===== config.mk =====
export PLATFORM = sky130hd
export DESIGN_NAME = life_sequencer_flat
export DESIGN_NICKNAME = d
export VERILOG_FILES = /design/src/rtl/life_sequencer_if.sv /design/src/rtl/life_sequencer.sv /design/src/flat_wrapper.sv
export SDC_FILE = /design/constraint.sdc
export NUM_CORES = 1
export LEC_CHECK = 0
export ABC_AREA = 1
export ABC_CLOCK_PERIOD_IN_PS = 40600
export CELL_PAD_IN_SITES_DETAIL_PLACEMENT = 0
export CELL_PAD_IN_SITES_GLOBAL_PLACEMENT = 2
export CORE_AREA = 2 2 300 302
export DETAILED_ROUTE_END_ITERATION = 8
export DIE_AREA = 0 0 302 304
export GPL_TIMING_DRIVEN = 0
export PLACE_DENSITY_LB_ADDON = 0.1
export SETUP_SLACK_MARGIN = 0.2
export SLEW_MARGIN = 20
export SYNTH_ARGS = -nofsm -noshare
export SYNTH_HDL_FRONTEND = slang
export SYNTH_SLANG_ARGS = --single-unit
export TNS_END_PERCENT = 1

===== constraint.sdc =====
create_clock -name clock -period 40.6 [get_ports clock]
set_clock_uncertainty 0.2 [all_clocks]
set_input_delay 6.09 -clock clock [delete_from_list [all_inputs] [get_ports clock]]
set_output_delay 6.09 -clock clock [all_outputs]
set_load 0.05 [all_outputs]

===== src/rtl/life_sequencer_if.sv =====
// life_sequencer_if
//   Bundles every non-clock signal between the life_sequencer and its
//   environment: host command channel, serial pattern load channel, cell
//   array control/state bus, display stream and status flags.
//
//   slave  : used by the sequencer (takes commands, drives array/display/status)
//   master : used by the host / array / display side
//
//   Signals:
//     cmd_valid/cmd_ready/cmd_op/cmd_count   command handshake
//     load_valid/load_bit/load_ready         serial pattern load
//     array_init/array_load/array_step       pattern and strobes to the array
//     array_states                           current generation from the array
//     disp_valid/disp_ready/disp_bit/eol/eof frame scan-out stream
//     gen_count/stable/extinct/busy          status
interface life_sequencer_if #(
    parameter int WIDTH  = 16,
    parameter int HEIGHT = 16,
    parameter int GEN_W  = 16
);
    localparam int CELL_NUM = WIDTH * HEIGHT;

    logic                cmd_valid;
    logic                cmd_ready;
    logic [1:0]          cmd_op;
    logic [GEN_W-1:0]    cmd_count;
    logic                load_valid;
    logic                load_bit;
    logic                load_ready;
    logic [CELL_NUM-1:0] array_init;
    logic                array_load;
    logic                array_step;
    logic [CELL_NUM-1:0] array_states;
    logic                disp_valid;
    logic                disp_ready;
    logic                disp_bit;
    logic                disp_eol;
    logic                disp_eof;
    logic [GEN_W-1:0]    gen_count;
    logic                stable;
    logic                extinct;
    logic                busy;

    modport slave (
        input  cmd_valid, cmd_op, cmd_count, load_valid, load_bit,
               array_states, disp_ready,
        output cmd_ready, load_ready, array_init, array_load, array_step,
               disp_valid, disp_bit, disp_eol, disp_eof,
               gen_count, stable, extinct, busy
    );

    modport master (
        output cmd_valid, cmd_op, cmd_count, load_valid, load_bit,
               array_states, disp_ready,
        input  cmd_ready, load_ready, array_init, array_load, array_step,
               disp_valid, disp_bit, disp_eol, disp_eof,
               gen_count, stable, extinct, busy
    );
endinterface


===== src/rtl/life_sequencer.sv =====
// life_sequencer
//   Command-driven controller for a toroidal Game of Life cell array.
//   LOAD shifts a row-major pattern in serially and commits it to the array,
//   STEP advances N generations (stopping early on still-life/extinction),
//   RUN steps and displays until HALT or still-life/extinction. Every
//   resulting frame is scanned out bit-serially on the display stream.
//
//   Ports:
//     clock  system clock, posedge
//     reset  synchronous, active-high; returns to IDLE, clears all outputs
//     bus    life_sequencer_if.slave (command, load, array, display, status)
module life_sequencer #(
    parameter int WIDTH  = 16,
    parameter int HEIGHT = 16,
    parameter int GEN_W  = 16
) (
    input  logic             clock,
    input  logic             reset,
    life_sequencer_if.slave  bus
);
    localparam int CELL_NUM = WIDTH * HEIGHT;
    localparam int IDX_W    = (CELL_NUM > 1) ? $clog2(CELL_NUM) : 1;
    localparam logic [IDX_W-1:0] LAST_IDX = IDX_W'(CELL_NUM - 1);
    localparam logic [GEN_W-1:0] GEN_MAX  = '1;

    localparam logic [1:0] OP_LOAD = 2'd0;
    localparam logic [1:0] OP_STEP = 2'd1;
    localparam logic [1:0] OP_RUN  = 2'd2;
    localparam logic [1:0] OP_HALT = 2'd3;

    typedef enum logic [2:0] {
        S_IDLE,
        S_LOAD,
        S_COMMIT,
        S_STEP,
        S_SETTLE,
        S_DISPLAY
    } state_t;

    state_t              state_q;
    logic [IDX_W-1:0]    idx_q;      // shared by pattern load and frame scan
    logic [CELL_NUM-1:0] init_q;
    logic [CELL_NUM-1:0] prev_q;     // generation before the latest step
    logic [GEN_W-1:0]    gen_q;
    logic [GEN_W-1:0]    left_q;     // generations still to run for STEP
    logic                stable_q;
    logic                extinct_q;
    logic                run_q;
    logic                halt_q;

    logic cmd_ready;
    logic cmd_fire;
    logic halt_fire;
    logic disp_valid;
    logic disp_fire;
    logic now_stable;
    logic now_extinct;

    // Gated by reset so every output reads 0 while reset is held.
    assign cmd_ready   = ~reset & ((state_q == S_IDLE) | run_q);
    assign cmd_fire    = bus.cmd_valid & cmd_ready;
    assign halt_fire   = cmd_fire & (bus.cmd_op == OP_HALT);
    assign disp_valid  = (state_q == S_DISPLAY);
    assign disp_fire   = disp_valid & bus.disp_ready;
    assign now_stable  = (bus.array_states == prev_q);
    assign now_extinct = (bus.array_states == '0);

    always_ff @(posedge clock) begin
        if (reset) begin
            state_q   <= S_IDLE;
            idx_q     <= '0;
            init_q    <= '0;
            gen_q     <= '0;
            left_q    <= '0;
            stable_q  <= 1'b0;
            extinct_q <= 1'b0;
            run_q     <= 1'b0;
            halt_q    <= 1'b0;
        end else begin
            // Placed ahead of the case so the end-of-run clear below wins.
            if (run_q && halt_fire) begin
                halt_q <= 1'b1;
            end
            case (state_q)
                S_IDLE: begin
                    if (cmd_fire) begin
                        case (bus.cmd_op)
                            OP_LOAD: begin
                                idx_q   <= '0;
                                state_q <= S_LOAD;
                            end
                            OP_STEP: begin
                                idx_q   <= '0;
                                left_q  <= bus.cmd_count;
                                state_q <= (bus.cmd_count == '0) ? S_DISPLAY : S_STEP;
                            end
                            OP_RUN: begin
                                idx_q   <= '0;
                                run_q   <= 1'b1;
                                halt_q  <= 1'b0;
                                state_q <= S_STEP;
                            end
                            default: ;  // HALT while idle is a no-op
                        endcase
                    end
                end
                S_LOAD: begin
                    if (bus.load_valid) begin
                        init_q[idx_q] <= bus.load_bit;
                        if (idx_q == LAST_IDX) begin
                            idx_q   <= '0;
                            state_q <= S_COMMIT;
                        end else begin
                            idx_q <= idx_q + 1'b1;
                        end
                    end
                end
                S_COMMIT: begin
                    gen_q     <= '0;
                    stable_q  <= 1'b0;
                    extinct_q <= 1'b0;
                    state_q   <= S_DISPLAY;
                end
                S_STEP: begin
                    prev_q <= bus.array_states;
                    if (gen_q != GEN_MAX) begin
                        gen_q <= gen_q + 1'b1;
                    end
                    state_q <= S_SETTLE;
                end
                S_SETTLE: begin
                    // Array already shows the new generation in this cycle.
                    stable_q  <= now_stable;
                    extinct_q <= now_extinct;
                    left_q    <= left_q - 1'b1;
                    if (run_q || now_stable || now_extinct || (left_q == GEN_W'(1))) begin
                        state_q <= S_DISPLAY;
                    end else begin
                        state_q <= S_STEP;
                    end
                end
                S_DISPLAY: begin
                    if (disp_fire) begin
                        if (idx_q == LAST_IDX) begin
                            idx_q <= '0;
                            if (run_q && !halt_q && !halt_fire && !stable_q && !extinct_q) begin
                                state_q <= S_STEP;
                            end else begin
                                run_q   <= 1'b0;
                                halt_q  <= 1'b0;
                                state_q <= S_IDLE;
                            end
                        end else begin
                            idx_q <= idx_q + 1'b1;
                        end
                    end
                end
                default: state_q <= S_IDLE;
            endcase
        end
    end

    assign bus.cmd_ready  = cmd_ready;
    assign bus.load_ready = (state_q == S_LOAD);
    assign bus.array_init = init_q;
    assign bus.array_load = (state_q == S_COMMIT);
    assign bus.array_step = (state_q == S_STEP);
    assign bus.disp_valid = disp_valid;
    assign bus.disp_bit   = disp_valid & bus.array_states[idx_q];
    assign bus.disp_eol   = disp_valid & ((int'(idx_q) % WIDTH) == (WIDTH - 1));
    assign bus.disp_eof   = disp_valid & (idx_q == LAST_IDX);
    assign bus.gen_count  = gen_q;
    assign bus.stable     = stable_q;
    assign bus.extinct    = extinct_q;
    assign bus.busy       = (state_q != S_IDLE);

endmodule


===== src/flat_wrapper.sv =====
// flat-port wrapper written by rule: the top's interface ports become plain ports
module life_sequencer_flat 
#(
    parameter int WIDTH  = 16,
    parameter int HEIGHT = 16,
    parameter int GEN_W  = 16
)
  (clock, reset, bus_cmd_valid, bus_cmd_op, bus_cmd_count, bus_load_valid, bus_load_bit, bus_array_states, bus_disp_ready, bus_cmd_ready, bus_load_ready, bus_array_init, bus_array_load, bus_array_step, bus_disp_valid, bus_disp_bit, bus_disp_eol, bus_disp_eof, bus_gen_count, bus_stable, bus_extinct, bus_busy);
  life_sequencer_if #(.WIDTH(WIDTH), .HEIGHT(HEIGHT), .GEN_W(GEN_W)) bus_i ();
  input  logic clock;
  input  logic reset;
  input wire logic [$bits(bus_i.cmd_valid)-1:0] bus_cmd_valid;
  input wire logic [$bits(bus_i.cmd_op)-1:0] bus_cmd_op;
  input wire logic [$bits(bus_i.cmd_count)-1:0] bus_cmd_count;
  input wire logic [$bits(bus_i.load_valid)-1:0] bus_load_valid;
  input wire logic [$bits(bus_i.load_bit)-1:0] bus_load_bit;
  input wire logic [$bits(bus_i.array_states)-1:0] bus_array_states;
  input wire logic [$bits(bus_i.disp_ready)-1:0] bus_disp_ready;
  output wire logic [$bits(bus_i.cmd_ready)-1:0] bus_cmd_ready;
  output wire logic [$bits(bus_i.load_ready)-1:0] bus_load_ready;
  output wire logic [$bits(bus_i.array_init)-1:0] bus_array_init;
  output wire logic [$bits(bus_i.array_load)-1:0] bus_array_load;
  output wire logic [$bits(bus_i.array_step)-1:0] bus_array_step;
  output wire logic [$bits(bus_i.disp_valid)-1:0] bus_disp_valid;
  output wire logic [$bits(bus_i.disp_bit)-1:0] bus_disp_bit;
  output wire logic [$bits(bus_i.disp_eol)-1:0] bus_disp_eol;
  output wire logic [$bits(bus_i.disp_eof)-1:0] bus_disp_eof;
  output wire logic [$bits(bus_i.gen_count)-1:0] bus_gen_count;
  output wire logic [$bits(bus_i.stable)-1:0] bus_stable;
  output wire logic [$bits(bus_i.extinct)-1:0] bus_extinct;
  output wire logic [$bits(bus_i.busy)-1:0] bus_busy;
  assign bus_i.cmd_valid = bus_cmd_valid;
  assign bus_i.cmd_op = bus_cmd_op;
  assign bus_i.cmd_count = bus_cmd_count;
  assign bus_i.load_valid = bus_load_valid;
  assign bus_i.load_bit = bus_load_bit;
  assign bus_i.array_states = bus_array_states;
  assign bus_i.disp_ready = bus_disp_ready;
  assign bus_cmd_ready = bus_i.cmd_ready;
  assign bus_load_ready = bus_i.load_ready;
  assign bus_array_init = bus_i.array_init;
  assign bus_array_load = bus_i.array_load;
  assign bus_array_step = bus_i.array_step;
  assign bus_disp_valid = bus_i.disp_valid;
  assign bus_disp_bit = bus_i.disp_bit;
  assign bus_disp_eol = bus_i.disp_eol;
  assign bus_disp_eof = bus_i.disp_eof;
  assign bus_gen_count = bus_i.gen_count;
  assign bus_stable = bus_i.stable;
  assign bus_extinct = bus_i.extinct;
  assign bus_busy = bus_i.busy;
  life_sequencer #(.WIDTH(WIDTH), .HEIGHT(HEIGHT), .GEN_W(GEN_W)) u_core (.clock(clock), .reset(reset), .bus(bus_i));
endmodule

# Word level (Yosys, flattened, before mapping)
# Cells that the tools add are included.
[totals]
in_bits = 280
output_inout_bits = 283
ff_bits = 559
elab_cells = 120
[op_classes]
eq_ne = 24
addsub = 3
bitwise = 9
n_reduce_logical = 31
n_lt_le_gt_ge = 2
n_mux = 41
[ops]
columns = ["cell", "n"]
rows = [
  ["$bwmux 256", 1],
  ["$eq 256x256->1", 1],
  ["$logic_not 256->1", 1],
  ["$pmux 16 s2", 2],
  ["$mux 16", 3],
  ["$mux 8", 5],
  ["$pmux 8 s3", 1],
  ["$mux 3", 7],
  ["$pmux 3 s6", 1],
  ["$add 16x1->16 const B", 1],
  ["$eq 16x1->1 const B", 1],
  ["$logic_not 16->1", 1],
  ["$ne 16x16->1 const B", 1],
  ["$sub 16x1->16 const B", 1],
  ["$ne 2x2->1 const B", 7],
  ["$mux 1", 13],
  ["$reduce_and 6->1", 2],
  ["$lt 8x9->1 const B", 1],
  ["$pmux 3 s3", 1],
  ["$add 8x1->8 const B", 1],
  ["$bmux 1 s8", 1],
  ["$demux 1 s8", 1],
  ["$eq 8x8->1 const B", 1],
  ["$ge 8x1->1 const B", 1],
  ["24 further kinds", 54],
]

# Logic depth before layout (Yosys ltp)
# Gate-level depths: netlist of run 1.
[depth]
ltp_word = 13
mapped_depth = 16
ltp_nobuf = 16

# Worst setup path after synthesis of run 1
# No wires, ideal clock.
[synth_path]
kind = "input -> register"
startpoint = "input port reset"
endpoint = "register u_core.prev_q[0], enable pin"
required_ps = 39521
path_stages = 3
path_buffers = 2
t_arrival_ps = 17121
setup_slack_ps = 22401
setup_time_ps = 879
path_cell_list = "clkbuf_1 clkbuf_1 nor2_1"
[synth_via]
elab_chain_cells = 2
[synth_rtl]
columns = ["element", "line", "text"]
rows = [
  ["start: declaration", "flat_wrapper.sv:11", "input logic reset;"],
  ["$not 1->1 (no line)", "--", ""],
  ["$reduce_and 2->1 (no line)", "--", ""],
  ["end signal: assignment", "life_sequencer.sv:125", "prev_q <= bus.array_states;"],
  ["end: declaration", "life_sequencer.sv:43", "logic [CELL_NUM-1:0] prev_q;"],
]
# Every way passes these cells.
# A chain may end at the register's enable or synchronous reset.

# Final worst setup path of run 1
[layout_path]
startpoint = "input port bus_array_states[21]"
endpoint = "output port bus_disp_bit"
[layout_via]
elab_chain_cells = 3
[layout_rtl]
columns = ["element", "line", "text"]
rows = [
  ["start: declaration", "flat_wrapper.sv:17", "input wire logic [$bits(bus_i.array_states)-1:0] bus_array_states;"],
  ["$bmux 1 s8", "life_sequencer.sv:169", "assign bus.disp_bit = disp_valid & bus.array_states[idx_q];"],
  ["$mux 1 (not written as such)", "life_sequencer.sv:169", ""],
  ["$and 1x1->1", "life_sequencer.sv:169", ""],
  ["end: declaration", "flat_wrapper.sv:25", "output wire logic [$bits(bus_i.disp_bit)-1:0] bus_disp_bit;"],
]
# Every way passes these cells. The select of a mux whose other input is x is not followed.

==> results of run 1 <==
-- state kept, by name (all words and copies together), names as in the netlist --
| name | flops |
|---|---|
| u_core.bus.array_init | 256 |
| u_core.idx_q | 8 |
| u_core.bus.extinct | 1 |
| u_core.halt_q | 1 |
| u_core.bus.gen_count | 16 |
| u_core.state_q | 3 |
| u_core.prev_q | 256 |
| u_core.left_q | 16 |
| u_core.run_q | 1 |
| u_core.bus.stable | 1 |
-- per-layer routing --
| layer | share of wire, % | wire [um] | vias to the layer above | global-route usage (%) |
|---|---|---|---|---|
| li1 | - | - | 13302 | - |
| met4 | 3.0 | 3540 | 6 | 8.40 |
| met5 | 0.036 | 43 | - | 0 |
| met1 | 42 | 50200 | 12441 | 31.8 |
| met2 | 48 | 57100 | 773 | 42.2 |
| met3 | 7.4 | 8820 | 165 | 6.49 |
-- how the worst max path moves through the flow --
stage	end	slack, ps	depth (start not counted)
finish	bus_disp_bit	25220	15
global route	bus_disp_bit	25040	15
CTS	bus_disp_bit	25220	15
detailed placement	bus_disp_bit	25230	15
global placement	u_core.prev_q[69]	14590	4
floorplan	u_core.prev_q[0]	22400	3
-- cell type report --
class | instances | area, um^2
well taps | 1176 | 1470
plain buffers | 161 | 662
inverters | 448 | 1680
flip-flops and latches | 559 | 13800
multi-input cells | 2451 | 12000
fillers | 9142 | 51300
diodes | 8 | 20.0
clock inverters | 27 | 287
clock buffers | 95 | 1980
repair buffers | 573 | 5890
-- cell families (layout without fill, tap and decap cells) --
family                   after synthesis  in the layout  synth area share, %
AO/OA/AOI/OAI                        880            880                 17.9
buffers and inverters                609           1304                 8.33
other                                  0              8                    0
adder cells (fa/ha/maj)               11             11                0.489
XOR/XNOR                             111            111                 3.46
AND/OR/NAND/NOR                     1449           1449                 21.0
flip-flops                           559            559                 48.9
-- report_power, final --
part | internal (mW) | switching [mW] | leakage, nW | total (mW)
logic | 0.111 | 0.286 | 9.02 | 0.397
clock network | 0.368 | 0.266 | 1.12 | 0.634
registers | 0.597 | 0.00589 | 4.74 | 0.603
-- stage by stage --
| step | setup slack [ps] | power [mW] | instance area, um^2 |
|---|---|---|---|
| after global routing | 25040 | 1.71 | 37800 |
| after detailed placement | 25230 | 1.01 | 35500 |
| after CTS | 25220 | 1.65 | 37800 |
| after floorplan | 22400 | 0.827 | 28100 |
| final | 25220 | 1.63 | 37800 |
| after global placement | 14590 | 1.02 | 35200 |
-- layout by cell type, fill, tap and decap left out, types with 4 or more instances in the layout --
cell type,n
sky130_fd_sc_hd__clkbuf_8,11
sky130_fd_sc_hd__o21a_1,4
sky130_fd_sc_hd__nor2_4,17
sky130_fd_sc_hd__nor3_1,15
sky130_fd_sc_hd__buf_1,6
sky130_fd_sc_hd__dfxtp_1,303
sky130_fd_sc_hd__clkbuf_1,131
sky130_fd_sc_hd__o21ai_0,305
sky130_fd_sc_hd__nand3_1,55
sky130_fd_sc_hd__bufinv_16,4
sky130_fd_sc_hd__nor2_1,513
sky130_fd_sc_hd__clkinv_2,10
sky130_fd_sc_hd__o211ai_1,4
sky130_fd_sc_hd__a21oi_1,377
sky130_fd_sc_hd__a211oi_1,5
sky130_fd_sc_hd__clkinv_1,11
sky130_fd_sc_hd__o311a_1,45
sky130_fd_sc_hd__nand2_2,4
sky130_fd_sc_hd__inv_1,407
sky130_fd_sc_hd__xor2_1,109
sky130_fd_sc_hd__nand4_1,68
sky130_fd_sc_hd__o31ai_1,32
sky130_fd_sc_hd__clkbuf_16,71
sky130_fd_sc_hd__o21ai_1,12
sky130_fd_sc_hd__o22ai_1,4
sky130_fd_sc_hd__buf_16,4
sky130_fd_sc_hd__ha_1,11
sky130_fd_sc_hd__nand2_1,753
sky130_fd_sc_hd__buf_12,8
sky130_fd_sc_hd__inv_2,37
sky130_fd_sc_hd__edfxtp_1,256
sky130_fd_sc_hd__clkdlybuf4s50_1,561
sky130_fd_sc_hd__nor4_1,4
sky130_fd_sc_hd__diode_2,8
sky130_fd_sc_hd__a311oi_1,32
sky130_fd_sc_hd__buf_2,34
sky130_fd_sc_hd__nor2_2,12
sky130_fd_sc_hd__o21bai_1,47
-- worst register-to-register path, delay by kind of cell, from the launching register on --
family                     cells  cell delay (ps)
buffers and inverters          6             1970
AOI/OAI and AO/OA              2              450
adders and majority gates      1              270
DFF                            1              380
and+or+nand+nor                1              460
==> flow_summary.rst, run 1 <==
.. list-table::
   :header-rows: 1

   * - Metric
     - Value
   * - Result of the run
     - finished, final reports clean
   * - Global-route wire length before repair
     - 172 mm
   * - Routed via count divided by cell count
     - 4.85
   * - Most area-consuming cells after synthesis
     - sky130_fd_sc_hd__edfxtp_1 (27%), sky130_fd_sc_hd__dfxtp_1 (22%), sky130_fd_sc_hd__nand2_1 (10%)
   * - Family with the most delay on the worst path
     - buffers and inverters
   * - Post-DR wirelength/cell
     - 21.8 um
   * - Final layout net count
     - 4555
   * - Non-filler cells in the finished layout
     - 5498
   * - Top-area cell type share of the netlist area
     - 27.3%
   * - Max VDD drop
     - 0.0283 mV
   * - Final routed DRC violation total
     - 0
   * - Cell types with the highest counts after synthesis
     - sky130_fd_sc_hd__nand2_1 (753), sky130_fd_sc_hd__nor2_1 (514), sky130_fd_sc_hd__inv_1 (407)
   * - Most frequent cell after synthesis
     - sky130_fd_sc_hd__nand2_1
   * - Required time of the critical path
     - 34310 ps
   * - Mapped Area
     - 28100 um^2
   * - Initial antenna violation count
     - 10
   * - Number of H-tree levels
     - 3
   * - Setup repair bufs after CTS
     - 0
   * - Slew headroom
     - 23.0%
   * - Most instantiated flip-flop cell in the synthesis netlist
     - sky130_fd_sc_hd__dfxtp_1
   * - Worst Setup End Kind
     - output port
   * - Number of warnings printed during yosys synthesis
     - 0
   * - Detail Placement HPWL
     - 89.6 mm
   * - Final hold slack
     - 253 ps
   * - Register area share after synthesis
     - 48.9%
   * - Ports placed on the boundary
     - 563
   * - Setup repair after global routing missed its margin
     - no
   * - CTS tree
     - built
   * - Number of cells on the worst hold path
     - 2
   * - Worst-case hold path end point
     - u_core.bus.array_init[127]
   * - Layout cell share with drive strength beyond 1
     - 5.19%
   * - Clock input transition at the sequential cells of the worst setup and hold paths
     - 60 ps
   * - Crit start category
     - input pin
   * - Relative area change from synthesis to final layout
     - 34.3%
   * - Number of hold buffers added after cts
     - 0
   * - Vias in the first global route
     - 25879
   * - Cell count after synthesis
     - 3619
   * - Final standard cell utilization of the core
     - 42.4%
   * - Worst reg2reg path depth
     - 10
   * - Maximum capacitance violations
     - 0
   * - Kind of critical path
     - input pin to output port
   * - Net count of the mapped netlist
     - 3910
   * - Path class of the lowest-slack min-delay path
     - flop to flop
   * - Initial core utilization
     - 31.6%
   * - Worst R2R Setup Slack
     - 36720 ps
   * - Placeable core area
     - 89000 um^2
   * - Share of the clock period used by the worst path
     - 37.9%
   * - Worst-case clock buffer depth
     - 3
   * - Initial drt markers
     - 1906
   * - Largest net degree at the start of global routing
     - 27
   * - Critical R2R Capture
     - u_core.bus.array_init[32]
   * - Post-CTS sizing
     - 0
   * - Wirelength, routed
     - 120 mm
   * - Worst-Skew Late Latency
     - 620 ps
   * - Crit path launch
     - bus_array_states[21]
   * - Overall die area
     - 91800 um^2
   * - Routability congestion estimate from global placement
     - 0.828
   * - Setup Total Neg Slack
     - 0 ps
   * - Sinks on the clock net
     - 559
   * - Crit path max fanout
     - 3
   * - Die boundary width
     - 302 um
   * - Setup Viol. Count Final
     - 0
   * - Library cells used by synthesis
     - 47
   * - Least-Margin Pin Slew
     - 1150 ps
   * - Crit-path cells
     - clkdlybuf4s50_1 > inv_1 > a21oi_1 > o21ai_0 > o21ai_0 > nand2_1 > nand2_1 > nor3_1 > o21a_1 > nand2_1 > nand2_1 > nand2_1 > nor2_1 > nor2_1 > clkdlybuf4s50_1
   * - Number of max-slew violations in the final report
     - 0
   * - Detailed-router iteration count before antenna repair
     - 5
   * - CP max stage cell
     - sky130_fd_sc_hd__clkdlybuf4s50_1
   * - Share of synthesized registers carrying an async set or reset
     - 0%
   * - Cell type with the largest total area after synthesis
     - sky130_fd_sc_hd__edfxtp_1
   * - Number of endpoints with negative hold slack in the final report
     - 0
   * - R2R Path Start
     - u_core.idx_q[0]
   * - Fin crit period
     - 15380 ps
   * - Critical Path AT
     - 9090 ps
   * - Peak clock frequency supported by timing
     - 65.0 MHz
   * - Slowest Stage Delay on Critical Path
     - 780 ps
   * - Source of the worst hold timing path
     - u_core.bus.array_init[127]
   * - Total buffers and inverters traversed by the critical path
     - 3
   * - Number of nets with antenna violations after detailed routing
     - 0
   * - Count of state elements after synthesis
     - 559
   * - Count of placed standard cells including taps
     - 5368
   * - LEAKAGE
     - 14.9 nW
   * - Number of synthesized flops with an enable pin
     - 256
   * - Row Count
     - 110
   * - Gr ovfl total
     - 0
   * - Power density cells
     - 43.2 nW/um^2
   * - Avg Cell Area, Syn
     - 7.77 um^2
   * - Height of the die
     - 304 um
   * - Worst path most repeated cell
     - sky130_fd_sc_hd__nand2_1
   * - I/O Buffers
     - 561
   * - Via count
     - 26687
   * - Cell at the root of the clock tree
     - sky130_fd_sc_hd__clkbuf_16
   * - Total CTS buffers
     - 70
   * - Overall global routing resource usage
     - 25.3%
Power figures use the tool's default switching activity.
==> inputs of run 2 (changes only) <==
ABC_CLOCK_PERIOD_IN_PS = 12970   (was 40600)
CORE_AREA = 2 2 326 328   (was 2 2 300 302)
DIE_AREA = 0 0 328 330   (was 0 0 302 304)
clock period = 12.97 ns   (was 40.6 ns; I/O delays follow)
==> run 2 against run 1 <==
- power rose to 3.2 times the previous value
- first-iteration DRC count decreased by 8.7%
- sequential cell count stayed put
- cell count increased by 4.1%
- sequential share of layout area down 0.35 points
- non-clock buffer count rose by 1
- worst hold slack got worse by 6.2 ps
- register-to-register slack lost 28000 ps
- critical path type unchanged
- largest power group unchanged
==> flow_summary.rst, run 2 (synthesized netlist as in run 1, its figures left out) <==
.. list-table::
   :header-rows: 1

   * - Metric
     - Value
   * - Result of the run
     - finished, final reports clean
   * - Clock input transition at the sequential cells of the worst setup and hold paths
     - 60 ps
   * - Final layout net count
     - 4559
   * - Slowest Stage Delay on Critical Path
     - 810 ps
   * - Total buffers and inverters traversed by the critical path
     - 3
   * - Initial drt markers
     - 1740
   * - Ports placed on the boundary
     - 563
   * - Post-CTS sizing
     - 0
   * - Share of total power in combinational logic
     - 24.2%
   * - Detail Placement HPWL
     - 96.4 mm
   * - Total net switching power
     - 1.80 mW
   * - CTS tree
     - built
   * - Setup repair bufs after CTS
     - 0
   * - Row Count
     - 119
   * - Commonest cells after routing, fill and taps aside
     - sky130_fd_sc_hd__nand2_1 (753), sky130_fd_sc_hd__clkdlybuf4s50_1 (561), sky130_fd_sc_hd__nor2_1 (513), sky130_fd_sc_hd__inv_1 (407), sky130_fd_sc_hd__a21oi_1 (377)
   * - Count of placed standard cells including taps
     - 5583
   * - Gr ovfl total
     - 0
   * - Worst-Skew Late Latency
     - 650 ps
   * - Crit-path cells
     - clkdlybuf4s50_1 > inv_1 > a21oi_1 > o21ai_0 > nand2_1 > nand2_1 > nand3_1 > o21ai_0 > nand4_1 > nand2_1 > nand2_1 > nor2_1 > nor2_1 > clkdlybuf4s50_1
   * - Die boundary width
     - 328 um
   * - Maximum capacitance violations
     - 0
   * - Setup Viol. Count Final
     - 0
   * - Initial antenna violation count
     - 19
   * - Routed via count divided by cell count
     - 4.63
   * - Power density cells
     - 136 nW/um^2
   * - Overall global routing resource usage
     - 23.2%
   * - Power share of the sequential group
     - 36.4%
   * - Relative area change from synthesis to final layout
     - 35.6%
   * - Least-Margin Pin Slew
     - 1100 ps
   * - Family with the most delay on the worst path
     - buffers and inverters
   * - Routability congestion estimate from global placement
     - 0.795
   * - Worst-case clock buffer depth
     - 3
   * - Area of placed instances
     - 35800 um^2
   * - Final routed DRC violation total
     - 0
   * - Number of max-slew violations in the final report
     - 0
   * - Critical Path AT
     - 5010 ps
   * - Via count
     - 26515
   * - Worst path most repeated cell
     - sky130_fd_sc_hd__nand2_1
   * - Commonest non-fill, non-tap cell in the layout
     - sky130_fd_sc_hd__nand2_1
   * - Slew headroom
     - 26.4%
   * - Number of nets with antenna violations after detailed routing
     - 0
   * - Total CTS buffers
     - 73
   * - Kind of critical path
     - input pin to output port
   * - Crit path max fanout
     - 3
   * - Switching power share of the total
     - 34.7%
   * - Worst Setup End Kind
     - output port
   * - LEAKAGE
     - 14.9 nW
   * - Number of hold buffers added after cts
     - 0
   * - Non-filler cells in the finished layout
     - 5724
   * - Post-route design area
     - 38100 um^2
   * - Sinks on the clock net
     - 559
   * - Global-route wire length before repair
     - 183 mm
   * - Number of endpoints with negative hold slack in the final report
     - 0
   * - Required time of the critical path
     - 10820 ps
   * - Vias in the first global route
     - 26418
   * - I/O Buffers
     - 561
   * - Crit start category
     - input pin
   * - Initial core utilization
     - 26.9%
   * - Fill count
     - 10977
   * - Internal power summed over all cells
     - 3.38 mW
   * - Wirelength, routed
     - 129 mm
   * - Max VDD drop
     - 0.0923 mV
   * - Number of H-tree levels
     - 3
   * - Layout cell share with drive strength beyond 1
     - 5.18%
   * - Clock network power share
     - 39.4%
   * - Detailed-router iteration count before antenna repair
     - 5
   * - Reg area
     - 13800 um^2
   * - Setup repair after global routing missed its margin
     - no
   * - CP max stage cell
     - sky130_fd_sc_hd__clkdlybuf4s50_1
   * - Overall die area
     - 108000 um^2
   * - Multi-input gate area
     - 12000 um^2
   * - Height of the die
     - 330 um
   * - Peak clock frequency supported by timing
     - 140 MHz
   * - Post-DR wirelength/cell
     - 22.5 um
   * - Cell at the root of the clock tree
     - sky130_fd_sc_hd__clkbuf_16
   * - Largest net degree at the start of global routing
     - 25
   * - Placeable core area
     - 105000 um^2
   * - Path class of the lowest-slack min-delay path
     - flop to flop
   * - Fin crit period
     - 7160 ps
   * - Share of the clock period used by the worst path
     - 55.2%
==> run 2: power groups by stage <==
stage | clock, mW | combinational (mW) | sequential, mW
6_report | 2.04 | 1.26 | 1.89
2_1_floorplan | 0 | 0.662 | 1.93
3_3_place_gp | 0 | 1.27 | 1.93
4_1_cts | 2.10 | 1.28 | 1.89
5_1_grt | 2.16 | 1.39 | 1.89
3_5_place_dp | 0 | 1.27 | 1.92
==> run 2: per-stage QoR <==
step / util (%) / hold slack, ps / setup slack (ps) / total power, mW / TNS [ps]
finish: 36.4 / 247 / 5810 / 5.18 / 0
global route: 36.4 / 264 / 5550 / 5.44 / 0
CTS: 36.4 / 250 / 5780 / 5.27 / 0
detailed placement: 34.2 / 241 / 5800 / 3.20 / 0
global placement: 33.9 / 237 / -2070 / 3.20 / -519810
floorplan: - / 250 / 3280 / 2.59 / 0
==> run 2: final cells by class <==
class | count | area share [%]
Antenna cell | 8 | 0.0525
Buffer | 161 | 1.74
Clock buffer | 113 | 5.61
Clock inverter | 19 | 0.531
Inverter | 448 | 4.41
Multi-Input combinational cell | 2451 | 31.6
Sequential cell | 559 | 36.1
Tap cell | 1391 | 4.56
Timing Repair Buffer | 574 | 15.5
==> run 2: path summary, 6_finish.rpt <==
kind         cells after the start  slack [ps]                  startpoint                    endpoint
max                             14        5810        bus_array_states[69]                bus_disp_bit
max reg2reg                     10        8730             u_core.idx_q[0]   u_core.bus.array_init[96]
min                              2         250  u_core.bus.array_init[127]  u_core.bus.array_init[127]
min reg2reg                      2         250  u_core.bus.array_init[127]  u_core.bus.array_init[127]
==> run 2: worst reg2reg max path, cell delays in order (launching register included) <==
cell and delay, ps:
sky130_fd_sc_hd__dfxtp_1 380, sky130_fd_sc_hd__inv_2 160, sky130_fd_sc_hd__buf_2 380, sky130_fd_sc_hd__buf_1 740, sky130_fd_sc_hd__ha_1 290, sky130_fd_sc_hd__inv_1 130
sky130_fd_sc_hd__nor2_1 680, sky130_fd_sc_hd__inv_2 290, sky130_fd_sc_hd__clkbuf_1 420, sky130_fd_sc_hd__o31ai_1 350, sky130_fd_sc_hd__a21oi_1 90
==> run 2: metal layers <==
metal,global-route usage [%],routed length (um),vias to the layer above
met5,0,122,-
met2,39.4,61500,709
met3,7.22,9850,175
met1,27.8,53200,12314
met4,7.55,3930,22
li1,-,-,13295
